### config.mk
export PLATFORM = sky130hd
export DESIGN_NAME = key_conditioner
export DESIGN_NICKNAME = d
export VERILOG_FILES = /design/src/rtl/board_pkg.sv /design/src/rtl/key_debounce_ch.sv /design/src/rtl/key_conditioner.sv
export SDC_FILE = /design/constraint.sdc
export NUM_CORES = 1
export LEC_CHECK = 0
export CORE_MARGIN = 10
export CORE_UTILIZATION = 40
export CTS_BUF_LIST = sky130_fd_sc_hd__clkbuf_8 sky130_fd_sc_hd__clkbuf_16
export CTS_CLUSTER_DIAMETER = 50
export CTS_CLUSTER_SIZE = 28
export DETAILED_ROUTE_END_ITERATION = 7
export DONT_BUFFER_PORTS = 1
export PLACE_DENSITY_LB_ADDON = 0.05
export SETUP_SLACK_MARGIN = 0.1
export SYNTH_ARGS = -nofsm -noshare
export SYNTH_HDL_FRONTEND = slang
export SYNTH_SLANG_ARGS = --single-unit
### constraint.sdc
create_clock -name clk_i -period 2.4 [get_ports clk_i]
set_input_delay 0.48 -clock clk_i [delete_from_list [all_inputs] [get_ports clk_i]]
set_output_delay 0.48 -clock clk_i [all_outputs]
set_load 0.01 [all_outputs]
### src/rtl/board_pkg.sv
// Board-level constants shared by the input-conditioning blocks.
// Also holds the per-channel debounce state type and a small max helper.
package board_pkg;

  localparam int unsigned KEYS_W          = 4;
  localparam int unsigned CLK_FREQ_HZ     = 50_000_000;
  localparam int unsigned DEBOUNCE_MS     = 10;
  localparam int unsigned DEBOUNCE_CYCLES = CLK_FREQ_HZ / 1000 * DEBOUNCE_MS;
  localparam int unsigned REPEAT_DELAY    = 25_000_000;
  localparam int unsigned REPEAT_PERIOD   = 5_000_000;

  typedef enum logic {StStable, StPending} key_state_e;

  function automatic int unsigned max_u(input int unsigned a, input int unsigned b);
    return (a > b) ? a : b;
  endfunction

endpackage

### src/rtl/key_debounce_ch.sv
// Single key channel: 2-flop synchronizer, debounce FSM, press/release strobes.
// Auto-repeat of press_o while held is built only when KEY_REPEAT_EN is defined.
module key_debounce_ch #(
  parameter int unsigned DEBOUNCE_CYCLES = board_pkg::DEBOUNCE_CYCLES
`ifdef KEY_REPEAT_EN
  ,
  parameter int unsigned REPEAT_DELAY    = board_pkg::REPEAT_DELAY,
  parameter int unsigned REPEAT_PERIOD   = board_pkg::REPEAT_PERIOD
`endif
) (
  input  logic clk_i,
  input  logic rst_n_i,
  input  logic key_i,
  output logic key_o,
  output logic press_o,
  output logic release_o
);

  localparam int unsigned     CntW   = $clog2(DEBOUNCE_CYCLES);
  localparam logic [CntW-1:0] CntMax = CntW'(DEBOUNCE_CYCLES - 1);

  logic [1:0]            sync_q;
  logic                  key_sync;
  board_pkg::key_state_e state_q;
  logic [CntW-1:0]       cnt_q;
  logic                  key_q;
  logic                  press_q;
  logic                  release_q;
  logic                  accept;

  always_ff @(posedge clk_i or negedge rst_n_i) begin
    if (!rst_n_i) begin
      sync_q <= '0;
    end else begin
      sync_q <= {sync_q[0], key_i};
    end
  end

  assign key_sync = sync_q[1];
  // Last cycle of a full stable run: the new level is taken this edge.
  assign accept   = (state_q == board_pkg::StPending) && (key_sync != key_q) && (cnt_q == CntMax);

`ifdef KEY_REPEAT_EN
  localparam int unsigned     RepW     = $clog2(board_pkg::max_u(REPEAT_DELAY, REPEAT_PERIOD) + 1);
  localparam logic [RepW-1:0] RepFirst = RepW'(REPEAT_DELAY - 1);
  localparam logic [RepW-1:0] RepNext  = RepW'(REPEAT_PERIOD - 1);

  logic [RepW-1:0] rep_cnt_q;
  logic            rep_first_q;
`endif

  always_ff @(posedge clk_i or negedge rst_n_i) begin
    if (!rst_n_i) begin
      state_q     <= board_pkg::StStable;
      cnt_q       <= '0;
      key_q       <= 1'b0;
      press_q     <= 1'b0;
      release_q   <= 1'b0;
`ifdef KEY_REPEAT_EN
      rep_cnt_q   <= '0;
      rep_first_q <= 1'b1;
`endif
    end else begin
      press_q   <= 1'b0;
      release_q <= 1'b0;
      unique case (state_q)
        board_pkg::StStable: begin
          if (key_sync != key_q) begin
            state_q <= board_pkg::StPending;
            cnt_q   <= CntW'(1);
          end
        end
        board_pkg::StPending: begin
          if (key_sync == key_q) begin
            state_q <= board_pkg::StStable;
            cnt_q   <= '0;
          end else if (accept) begin
            state_q   <= board_pkg::StStable;
            cnt_q     <= '0;
            key_q     <= key_sync;
            press_q   <= key_sync;
            release_q <= ~key_sync;
          end else begin
            cnt_q <= cnt_q + CntW'(1);
          end
        end
        default: state_q <= board_pkg::StStable;
      endcase
`ifdef KEY_REPEAT_EN
      // A debounced edge in either direction restarts the schedule and suppresses repeats.
      if (!key_q || accept) begin
        rep_cnt_q   <= '0;
        rep_first_q <= 1'b1;
      end else if (rep_cnt_q == (rep_first_q ? RepFirst : RepNext)) begin
        press_q     <= 1'b1;
        rep_cnt_q   <= '0;
        rep_first_q <= 1'b0;
      end else begin
        rep_cnt_q <= rep_cnt_q + RepW'(1);
      end
`endif
    end
  end

  assign key_o     = key_q;
  assign press_o   = press_q;
  assign release_o = release_q;

endmodule

### src/rtl/key_conditioner.sv
// Push-button conditioner: one independent key_debounce_ch per key.
// Auto-repeat on held keys is enabled by defining KEY_REPEAT_EN.
module key_conditioner #(
  parameter int unsigned KEYS_W          = board_pkg::KEYS_W,
  parameter int unsigned DEBOUNCE_CYCLES = board_pkg::DEBOUNCE_CYCLES,
  parameter int unsigned REPEAT_DELAY    = board_pkg::REPEAT_DELAY,
  parameter int unsigned REPEAT_PERIOD   = board_pkg::REPEAT_PERIOD
) (
  input  logic              clk_i,
  input  logic              rst_n_i,
  input  logic [KEYS_W-1:0] keys_i,
  output logic [KEYS_W-1:0] keys_o,
  output logic [KEYS_W-1:0] press_o,
  output logic [KEYS_W-1:0] release_o
);

  if (DEBOUNCE_CYCLES < 2 || REPEAT_DELAY < 1 || REPEAT_PERIOD < 1) begin : gen_bad_cfg
    $error("key_conditioner: DEBOUNCE_CYCLES must be >= 2, REPEAT_* must be >= 1");
  end

  for (genvar k = 0; k < KEYS_W; k++) begin : gen_ch
    key_debounce_ch #(
      .DEBOUNCE_CYCLES (DEBOUNCE_CYCLES)
`ifdef KEY_REPEAT_EN
      ,
      .REPEAT_DELAY    (REPEAT_DELAY),
      .REPEAT_PERIOD   (REPEAT_PERIOD)
`endif
    ) u_ch (
      .clk_i     (clk_i),
      .rst_n_i   (rst_n_i),
      .key_i     (keys_i[k]),
      .key_o     (keys_o[k]),
      .press_o   (press_o[k]),
      .release_o (release_o[k])
    );
  end

endmodule
==> After elaboration in Yosys (flattened, before gate mapping) <==
Cells that the tools add are included.
{ "totals": {"in_bits": 6, "output_inout_bits": 12, "ff_bits": 100, "word_cells": 124} }
{ "op_classes": {"n_eq_ne": 16, "mux": 56, "n_reduce_logical": 12, "bitwise": 12, "addsub": 4} }
{ "ops": {"columns": ["operator", "count"], "rows": [
  ["two-way mux 19 bit", 12],
  ["case mux 19 bit (2 select lines)", 4],
  ["adder 19 x 1 -> 19 bit (second input constant)", 4],
  ["equality test 19 bit (second input constant)", 4],
  ["two-way mux 1 bit", 36],
  ["inverter 1 bit", 12],
  ["AND reduction 3 bit", 4],
  ["logical AND 1 bit", 8],
  ["inequality test 2 x 1 -> 1 bit (second input constant)", 4],
  ["case mux 1 bit (2 select lines)", 4],
  ["equality test 1 bit", 4],
  ["inequality test 1 bit", 4]
]} }

==> Depth between registers and ports, before layout <==
{ "depth": {"depth_word": 6, "depth_mapped": 9, "mapped_depth_nobuf": 6} }

==> By module <==
Synthesis repeated with hierarchy kept, for this count alone.
{ "hier_totals": {"hier_cells": 640, "hier_area_um2": 5855.6} }
{ "modules_own_cells": {"columns": ["mod", "cells_each", "instances", "area_per_inst_um2"], "rows": [
  ["key_debounce_ch", 160, 4, 1463.9]
]} }

==> Least setup slack after synthesis <==
Ideal clock, no wire load.
{ "synth_timing": {"path_type": "register to register", "startpoint": "register gen_ch[1].u_ch.cnt_q[0]", "endpoint": "register gen_ch[1].u_ch.cnt_q[15]", "t_required_ns": 2.318, "stages_incl_launch_ff": 10, "t_arrival_ns": 1.790, "path_slack_ns": 0.528, "setup_ns": 0.082, "path_cell_list": "dfrtp_1 ha_1 and3_1 buf_2 and4_4 a31oi_1 buf_6 buf_6 o31ai_1 a31oi_1"} }
{ "synth_between": {"elab_chain_len": 5, "word_cells_on_any_way": 6} }
{ "synth_rtl": {"columns": ["item", "line_no", "source"], "rows": [
  ["from (decl)", "key_debounce_ch.sv:25", "logic [CntW-1:0] cnt_q;"],
  ["from (signal assigned)", "key_debounce_ch.sv:70", "cnt_q <= CntW'(1);"],
  ["from (signal assigned)", "key_debounce_ch.sv:84", "cnt_q <= cnt_q + CntW'(1);"],
  ["branches (longest 2 deep; another with adder 19 x 1 -> 19 bit)", null, null],
  ["two-way mux 19 bit *", "key_debounce_ch.sv:77", "end else if (accept) begin"],
  ["two-way mux 19 bit *", "key_debounce_ch.sv:74", "if (key_sync == key_q) begin"],
  ["case mux 19 bit (2 select lines) *", "key_debounce_ch.sv:66", "unique case (state_q)"]
]} }
Every way passes the cells marked *.
A chain may end at the register's enable or synchronous reset.

==> Final worst setup path <==
{ "layout_timing": {"startpoint": "register gen_ch[1].u_ch.cnt_q[0]", "endpoint": "register gen_ch[1].u_ch.cnt_q[7]"} }
Same word-level chain as after synthesis.

==> flow_summary_export.csv <==
group,metric,value,unit
die,initial_utilization,41.4,%
drt,post_drt_wl_per_cell,15.7,um
clock_tree,cts_sinks,100,
sta,final.period_utilization,85.6,%
synth,async_reset_ff_share,100,%
synth,syn_nets,572,
synth,syn_area,5280,sq um
synth,synth_warnings,0,
sta,hold_violations,100,
placement,hpwlAfterDp,7650,um
synth,ys_ff_latch,100,
synth,synth-seq-area-share,47.4,%
drt,ant_nets,0,
critical_path,path_cells,"ha_1 -> and3_1 -> and4_4 -> a31oi_2 -> buf_4 -> nand4_1 -> o31ai_1",
sta,setup_ws,0.344,ns
global_route,grt_use_total,13.1,%
final_layout,syn_to_final_growth,6.25,%
min_path,hold_class,"primary input to asynchronous set/reset pin",
critical_path,critPathArrivalTime,2.31,ns
sta,slew_headroom,59.8,%
global_route,grt_max_degree,101,
global_route,grt_pass1_vias,3836,
sta,tns,0,ns
die,fp.dieH,135,um
critical_path,r2r-start,"gen_ch[1].u_ch.cnt_q[0]",
die,coreArea,12800,sq um
drt,dr.pass1.iters,4,
pwr,cellLeakagePower,2.38,nW
global_route,overflow,0,
global_route,grt_pass1_wl,19500,um
sta,fmax,0.486,GHz
pwr,power.density,591,nW/um^2
clock_tree,cts_tree,"yes",
synth,syn_area_per_cell,9.40,sq um
die,die_w,135,um
sta,tightest_slew,0.601,ns
final_layout,fillers,1235,
clock_tree,cts.path.max_buffers,2,
die,num_rows,41,
critical_path,r2r_slack,0.34,ns
sta,holdWs,-0.178,ns
outcome,violations,"negative hold slack",
final_layout,fin_area,5610,sq um
sta,slew_violations,0,
sta,rsz0062_at_grt,"false",
drt,wl,11400,um
sta,min_period,2.06,ns
critical_path,cpLargestDelayFamily,"simple AND/OR/NAND/NOR gates",
clock_tree,post_cts_buffers,0,
critical_path,critical-path-max-stage-delay,0.41,ns
job,drv_cap,0,
critical_path,criticalPathCategory,"flop to flop",
drt,drcViolationCount,0,
critical_path,cp_slowest_cell,"dfrtp_1",
synth,netlist_instances,562,
synth,ys.flop_type,"dfrtp_1",
placement,place_area,5340,sq um
pwr,p_int,2.53,mW
critical_path,r2r_end,"gen_ch[1].u_ch.cnt_q[7]",
critical_path,path_buf_inv,1,
synth,synth.distinct_cells,55,
critical_path,critPathCaptureType,"flop",
die,io_pins,18,
final_layout,n_antenna_cell,0,
clock_tree,worstSkewPairLatency,0.35,ns
final_layout,finalNetCount,555,
drt,dr.first_iter.drc_count,240,
placement,pre_cts_slack,0.318,ns
critical_path,reg2reg_depth,7,
placement,port_buffers,0,
synth,synth_edf_count,0,
outcome,status,"complete, but fails checks",
pwr,pwr-share-clk,40.5,%
global_route,antenna_found_initial,1,
clock_tree,cts_buffers,9,
critical_path,start_kind,"flop",
clock_tree,htree_levels,3,
sta,clock_skew,0.00641,ns
pwr,switchingPower,792,uW
critical_path,crit_path_max_fanout,9,
die,die-area,18200,sq um
clock_tree,clk_pin_slew_worst_paths,0.07,ns
pwr,p_seq_share,53.9,%
drt,vias,4147,
sta,setup_violations,0,
clock_tree,cts_root_buf,"clkbuf_16",
pwr,max-vdd-ir-drop,0.000481,V
pwr,p_sw_share,23.9,%
placement,gp_congestion,0.771,
final_layout,final_layout_size_suffix_gt1_share,8.56,%
critical_path,critical_path_required,2.65,ns
pwr,combinationalPowerShare,5.6,%
drt,via_per_inst,5.75,
-- worst max path at each step --
stage / start / to / cells after the start / slack, ns
finish: gen_ch[1].u_ch.cnt_q[0] / gen_ch[1].u_ch.cnt_q[7] / 7 / 0.34
global placement: gen_ch[2].u_ch.cnt_q[0] / gen_ch[2].u_ch.cnt_q[18] / 6 / 0.40
global route: gen_ch[0].u_ch.cnt_q[0] / gen_ch[0].u_ch.cnt_q[16] / 6 / 0.15
CTS: gen_ch[0].u_ch.cnt_q[14] / gen_ch[0].u_ch.cnt_q[3] / 5 / 0.31
detailed placement: gen_ch[0].u_ch.cnt_q[14] / gen_ch[0].u_ch.cnt_q[3] / 5 / 0.32
floorplan: gen_ch[1].u_ch.cnt_q[0] / gen_ch[1].u_ch.cnt_q[15] / 9 / 0.53
-- cells by family (layout without fill, tap and decap cells) --
family                     count (synthesis)  count (layout)  share of synthesized area, %
xor gates and xnor gates                   6               6                         0.995
muxes                                     10              10                          1.99
AOI/OAI and AO/OA                        159             159                          18.9
and+or+nand+nor                          226             226                          23.6
adders and majority gates                  4               4                         0.947
buffers and inverters                     57              44                          6.20
DFF                                      100             100                          47.4
-- synthesized netlist by cell type, types with 6 or more instances --
| cell | number | area share, % |
|---|---|---|
| buf_4 | 17 | 2.4 |
| and3_1 | 21 | 2.5 |
| o31ai_1 | 8 | 1.1 |
| inv_1 | 15 | 1.1 |
| a31oi_1 | 40 | 4.7 |
| and2_1 | 7 | 0.83 |
| dfrtp_1 | 100 | 47 |
| a21o_1 | 6 | 0.85 |
| o21ai_0 | 30 | 2.8 |
| nor3_1 | 6 | 0.57 |
| or3_1 | 6 | 0.71 |
| nor4_1 | 6 | 0.71 |
| clkbuf_1 | 10 | 0.71 |
| a41oi_1 | 11 | 1.8 |
| nor3b_1 | 8 | 1.1 |
| nand3_1 | 29 | 2.7 |
| nor2_1 | 24 | 1.7 |
| mux2i_1 | 6 | 1.1 |
| a22o_1 | 7 | 1.2 |
| buf_2 | 6 | 0.57 |
| nand4_1 | 18 | 2.1 |
| nand2_1 | 64 | 4.5 |
| a21oi_1 | 39 | 3.7 |
-- sequential cells by signal, summed over array words and instances (netlist names) --
signal	count
gen_ch.u_ch.cnt_q	76
gen_ch.u_ch.key_o	4
gen_ch.u_ch.press_o	4
gen_ch.u_ch.state_q	4
gen_ch.u_ch.release_o	4
gen_ch.u_ch.sync_q	8
-- area by class of cell --
cell class	instances	area [sq um]	area share [%]
Sequential cell	100	2500	44.6
Clock inverter	5	30.0	0.535
Timing Repair Buffer	14	105	1.87
Multi-Input combinational cell	405	2470	43.9
Inverter	15	56.3	1.00
Clock buffer	10	239	4.26
Tap cell	172	215	3.83
-- what timing repair did --
action                                  in CTS  in global routing
gates resized for setup                      0                  2
hold endpoints to repair                   100                100
endpoints found under the setup margin       0                  3
-- power by group through the flow --
stage | registers (mW) | clock network [mW] | logic [mW]
floorplan | 1.80 | 0 | 0.150
global placement | 1.82 | 0 | 0.181
detailed placement | 1.82 | 0 | 0.185
CTS | 1.79 | 1.42 | 0.186
global route | 1.80 | 1.47 | 0.216
finish | 1.79 | 1.34 | 0.186
-- cells in the final DEF, fill, tap and decap left out, types with 7 or more instances in the layout --
cell         n
dfrtp_1    100
nand2_1     64
nand3_1     29
a41oi_1     11
inv_1       16
nor2_1      24
and2_1       7
nor3b_1      8
a31oi_1     39
a21oi_1     39
nand4_1     18
clkbuf_16    9
o21ai_0     30
a22o_1       7
o31ai_1      7
buf_4       14
and3_1      21
-- per-layer routing --
| layer | vias to the layer above | track usage [%] | part of all wire (%) |
|---|---|---|---|
| li1 | 2047 | - | - |
| met1 | 2022 | 17.6 | 50 |
| met2 | 63 | 19.1 | 44 |
| met3 | 13 | 4.93 | 4.6 |
| met4 | 2 | 3.59 | 1.2 |
| met5 | - | 0 | 0.11 |
-- metrics by stage --
step,cells,hold WS (ns),util (%),total power [mW]
final,721,-0.178,44.0,3.32
after global routing,721,-0.205,44.0,3.49
after CTS,721,-0.198,43.9,3.39
after detailed placement,706,0.189,41.8,2.00
after global placement,706,0.189,41.8,2.00
after floorplan,562,0.184,-,1.95
No activity file was read; power rests on OpenSTA's default activity.
==> edit 1: new RTL, config.mk and constraints unchanged <==
The option `KEY_REPEAT_EN` is turned on by a define.
--- a/src/rtl/key_debounce_ch.sv
+++ b/src/rtl/key_debounce_ch.sv
@@ -2,2 +2,4 @@
 // Auto-repeat of press_o while held is built only when KEY_REPEAT_EN is defined.
+`define KEY_REPEAT_EN
+
 module key_debounce_ch #(
Formal check against the unedited RTL: no difference found for any inputs over 10 cycles, from zero or initial values and one cycle with rst_n_i low; that may be too few to reach the edited logic, so the function may still have changed.
==> edit 1 against the original RTL <==
  * Sequential cell count is 104 higher
  * Final cell count rose by 110%
  * Setup slack worse by 0.14 ns
  * Wire length rose by 98%
  * Critical path depth down 2
  * Design area is 120% higher
  * Count of clock-buffer cells in the layout increased by 23
  * Area after synthesis is 100% higher
  * Maximum frequency down 6.3%
  * First-iteration DRC count increased to 2.6 times the old value
  * Total power grew to 2.6 times the old value
  * The run still ends with hold timing left
==> edit 1: results (changes against the original RTL) <==
INFO  place          postPlaceCellArea=11000um^2 [was 5340 um^2]
INFO  drt            met1_routed_length=11.3mm [was 5.68 mm]
INFO  drt            vias=8000 [was 4147]
INFO  drt            routed-wl-met2=9.93mm [was 5.00 mm]
INFO  sta            final.setup_skew=0.0184ns [was 0.00641 ns]
INFO  status         violated_checks=hold timing [unchanged]
INFO  sta            final.period_utilization=91.4% [was 85.6%]
INFO  synthesis      synthTopCellsByArea=dfrtp_1, xnor2_1, nor2_1 [was dfrtp_1, a31oi_1, nand2_1]
INFO  place          pre_cts_slack=0.178ns [was 0.318 ns]
INFO  synthesis      synthMuxAreaShare=1.21% [was 1.99%]
INFO  sta            hold_slack=-0.370ns [was -0.178 ns]
INFO  drt            detail_route.iter0.violations=633 [was 240]
INFO  finish         num-multi-input-gates=825 [was 405]
INFO  synthesis      avg_cell_area_syn=9.49um^2 [was 9.40 um^2]
INFO  status         status=finished, violations left [unchanged]
INFO  drt            post_drt_via_cell_ratio=5.36 [was 5.75]
INFO  synthesis      synth-seq-area-share=48.4% [was 47.4%]
INFO  synthesis      synth.distinct_cells=66 [was 55]
INFO  place          dp_cells=1429 [was 706]
INFO  clock_network  cts_max_level=1 [was 3]
INFO  global_route   first_global_vias=7804 [was 3836]
INFO  synthesis      synth_common_cells=dfrtp_1, nor2_1, nand2_1 [was dfrtp_1, nand2_1, a31oi_1]
INFO  finish         finalNetCount=1146 [was 555]
INFO  clock_network  cts_buffers=31 [was 9]
INFO  power_and_ir_drop ir_worst_vdd=0.639mV [was 0.481 mV]
INFO  sta            timing.final.hold_violations=204 [was 100]
INFO  sta            tightestPinTransition=0.718ns [was 0.601 ns]
INFO  power_and_ir_drop power_clock=4870uW [was 1340 uW]
INFO  finish         proportion_of_cell_area_occupied_by_multi_input_gates=41.4% [was 43.9%]
INFO  drt            postRouteWirelength=22.4mm [was 11.4 mm]
INFO  power_and_ir_drop p_leak=0.00485uW [was 0.00238 uW]
INFO  place          gp_congestion=0.746 [was 0.771]
INFO  finish         sequential_cell_total=204 [was 100]
INFO  global_route   largest_net_degree_at_the_start_of_global_routing=205 [was 101]
INFO  drt            firstDrtPassIters=6 [was 4]
INFO  floorplanning  die_width=182um [was 135 um]
INFO  power_and_ir_drop cellInternalPower=6600uW [was 2530 uW]
INFO  clock_network  clock_path_buffers=3 [was 2]
[edit 1: cell types whose count changed in the layout (fill, tap and decap cells not counted), sizes merged, moves of 25 or more]
cell,before,now
inv,16,43
nand2,64,100
xor2,5,35
xnor2,1,64
nand3,29,71
dfrtp,100,200
nor2,24,146
nor3,6,31
[edit 1: per-layer routing]
| layer | up-vias | global-route usage (%) |
|---|---|---|
| li1 | 4038 | - |
| met1 | 3840 | 18.9 |
| met3 | 33 | 2.61 |
| met4 | 0 | 3.45 |
| met5 | - | 0 |
| met2 | 89 | 20.8 |
[edit 1: critical path: stages, from the launching register on]
cell and delay (ns):
dfrtp_1 0.41, or4b_2 0.71, nor4_2 0.31, a21o_1 0.36, o21ai_0 0.12, a22o_1 0.18
[edit 1: through the flow]
step / utilization (%) / hold slack, ns / total power, uW
CTS: 47.0 / -0.400 / 8720
global route: 47.1 / -0.396 / 8900
floorplan: - / 0.184 / 3690
global placement: 42.5 / 0.194 / 3750
detailed placement: 42.5 / 0.195 / 3760
finish: 47.1 / -0.370 / 8570
==> edit 2: new RTL, config.mk and constraints unchanged <==
Made on the original files. Add an input register stage for `keys_i`; this delays it by one clock.
--- a/src/rtl/key_conditioner.sv
+++ b/src/rtl/key_conditioner.sv
@@ -16,2 +16,8 @@
 
+  logic [KEYS_W-1:0] keys_q;
+
+  always_ff @(posedge clk_i) begin
+      keys_q <= keys_i;
+  end
+
   if (DEBOUNCE_CYCLES < 2 || REPEAT_DELAY < 1 || REPEAT_PERIOD < 1) begin : gen_bad_cfg
@@ -31,3 +37,3 @@
       .rst_n_i   (rst_n_i),
-      .key_i     (keys_i[k]),
+      .key_i     (keys_q[k]),
       .key_o     (keys_o[k]),
Formal check against the unedited RTL: same outputs for any inputs over 10 cycles, from zero or initial values and one cycle with rst_n_i low; that may be too few to reach the edited logic, so the function may still have changed.
==> edit 2 against the original RTL <==
  * The flow still finishes with violations (hold timing)
  * Sequential cell count increased by 4
  * First-iteration DRC count rose by 31%
  * Setup slack got worse by 0.094 ns
  * Total power grew 4.7%
  * Combinational power is 9.7% lower
  * Design area grew 1.7%
  * Wire length down 3.3%
  * Area after synthesis shrank 0.66%
  * Critical path type unchanged
  * Largest cell class unchanged
==> edit 2: results (changes against the original RTL) <==
INFO  synthesis      avg_cell_area_syn=9.58um^2 [was 9.40 um^2]
INFO  setup_path     worst-path-max-fanout=25 [was 9]
INFO  setup_path     reg2reg_to=gen_ch[1].u_ch.cnt_q[18] [was gen_ch[1].u_ch.cnt_q[7]]
INFO  synthesis      synth.distinct_cells=52 [was 55]
INFO  global_route   global_route.usage.total=13.0% [was 13.1%]
INFO  place          detailedPlacementHpwl=7.25mm [was 7.65 mm]
INFO  global_route   grt.met2_usage=19.5% [was 19.1%]
INFO  place          dp_cells=703 [was 706]
INFO  global_route   first_pass_grt_wire_length=19.7mm [was 19.5 mm]
INFO  status         status=finished, violations left [unchanged]
INFO  synthesis      synth_common_cells=dfrtp_1, nand2_1, a31oi_1 [unchanged]
INFO  global_route   first_global_vias=3955 [was 3836]
INFO  synthesis      synthMuxAreaShare=2.79% [was 1.99%]
INFO  sta            hold_slack=-0.178ns [about the same]
INFO  sta            timing.final.hold_violations=100 [unchanged]
INFO  drt            post_drt_via_cell_ratio=5.71 [was 5.75]
INFO  synthesis      synth_fp_nets=558 [was 572]
INFO  finish         drive_gt1_share=9.51% [was 8.56%]
INFO  synthesis      synth_area_in_compound_gates=17.3% [was 18.9%]
INFO  drt            detail_route.iter0.violations=315 [was 240]
INFO  setup_path     regToRegSetupSlack=0.25ns [was 0.34 ns]
INFO  setup_path     worst_setup_path_startpoint=gen_ch[1].u_ch.cnt_q[11] [was gen_ch[1].u_ch.cnt_q[0]]
INFO  finish         final.fill_count=1287 [was 1235]
INFO  status         violated_checks=hold timing [unchanged]
INFO  sta            final.setup_skew=0.00682ns [was 0.00641 ns]
INFO  global_route   global_route.usage.met1=17.6% [about the same]
INFO  place          gp_congestion=0.784 [was 0.771]
INFO  global_route   use_met3=3.64% [was 4.93%]
INFO  drt            routedWlPerCell=15.3um [was 15.7 um]
INFO  synthesis      synth_adder_area_share=0.954% [was 0.947%]
INFO  setup_path     ff2ff_path_depth=6 [was 7]
INFO  power_and_ir_drop p_leak=0.00237uW [was 0.00238 uW]
INFO  synthesis      synth_xor_area_share=1.17% [was 0.995%]
INFO  finish         finalNetCount=552 [was 555]
INFO  sta            tightestPinTransition=0.669ns [was 0.601 ns]
## edit 2: report_power, final
| part | internal [uW] | total, uW | switching [uW] |
|---|---|---|---|
| Sequential | 1780 | 1820 | 34.9 |
| Combinational | 66.6 | 168 | 102 |
| Clock | 820 | 1480 | 664 |
## edit 2: what timing repair did
item                       CTS  global route
resized for setup            0             3
hold endpoints to repair   100           100
setup endpoints to repair    0            26
## edit 2: through the flow
step / cell area [um^2] / setup WS, ns / utilization [%] / hold slack (ns)
after CTS: 5690 / 0.115 / 44.7 / -0.193
after floorplan: 5250 / 0.428 / - / 0.184
after detailed placement: 5380 / 0.145 / 42.3 / 0.189
after global routing: 5710 / 0.0945 / 44.9 / -0.199
after global placement: 5380 / 0.171 / 42.3 / 0.188
final: 5710 / 0.250 / 44.9 / -0.178
## edit 2: final cells by class
class                           count  area share [%]
Clock buffer                       13            4.91
Sequential cell                   104            45.2
Tap cell                          172            3.77
Multi-Input combinational cell    398            42.6
Clock inverter                      3           0.416
Inverter                           12           0.789
Timing Repair Buffer               17            2.24
## edit 2: metal layers
metal | up-vias | part of all wire (%) | routed length (um)
li1 | 2028 | - | -
met1 | 2026 | 50 | 5520
met2 | 41 | 45 | 4920
met3 | 12 | 3.6 | 394
met4 | 2 | 1.3 | 140
met5 | - | 0.12 | 13
## edit 2: logic make-up after synthesis
| family | after synthesis |
|---|---|
| simple gates | 229 |
| flops | 104 |
| xor+xnor | 7 |
| fa+ha+maj | 4 |
| mux | 14 |
| compound gates | 144 |
| buf+inv | 46 |
## edit 2: worst max-delay path, stage by stage (launching register included)
cell and delay (ns):
dfrtp_1 0.46, or4b_4 0.58, nor4_4 0.32, a21oi_4 0.22, buf_4 0.22, a32oi_1 0.16, nand2_1 0.07
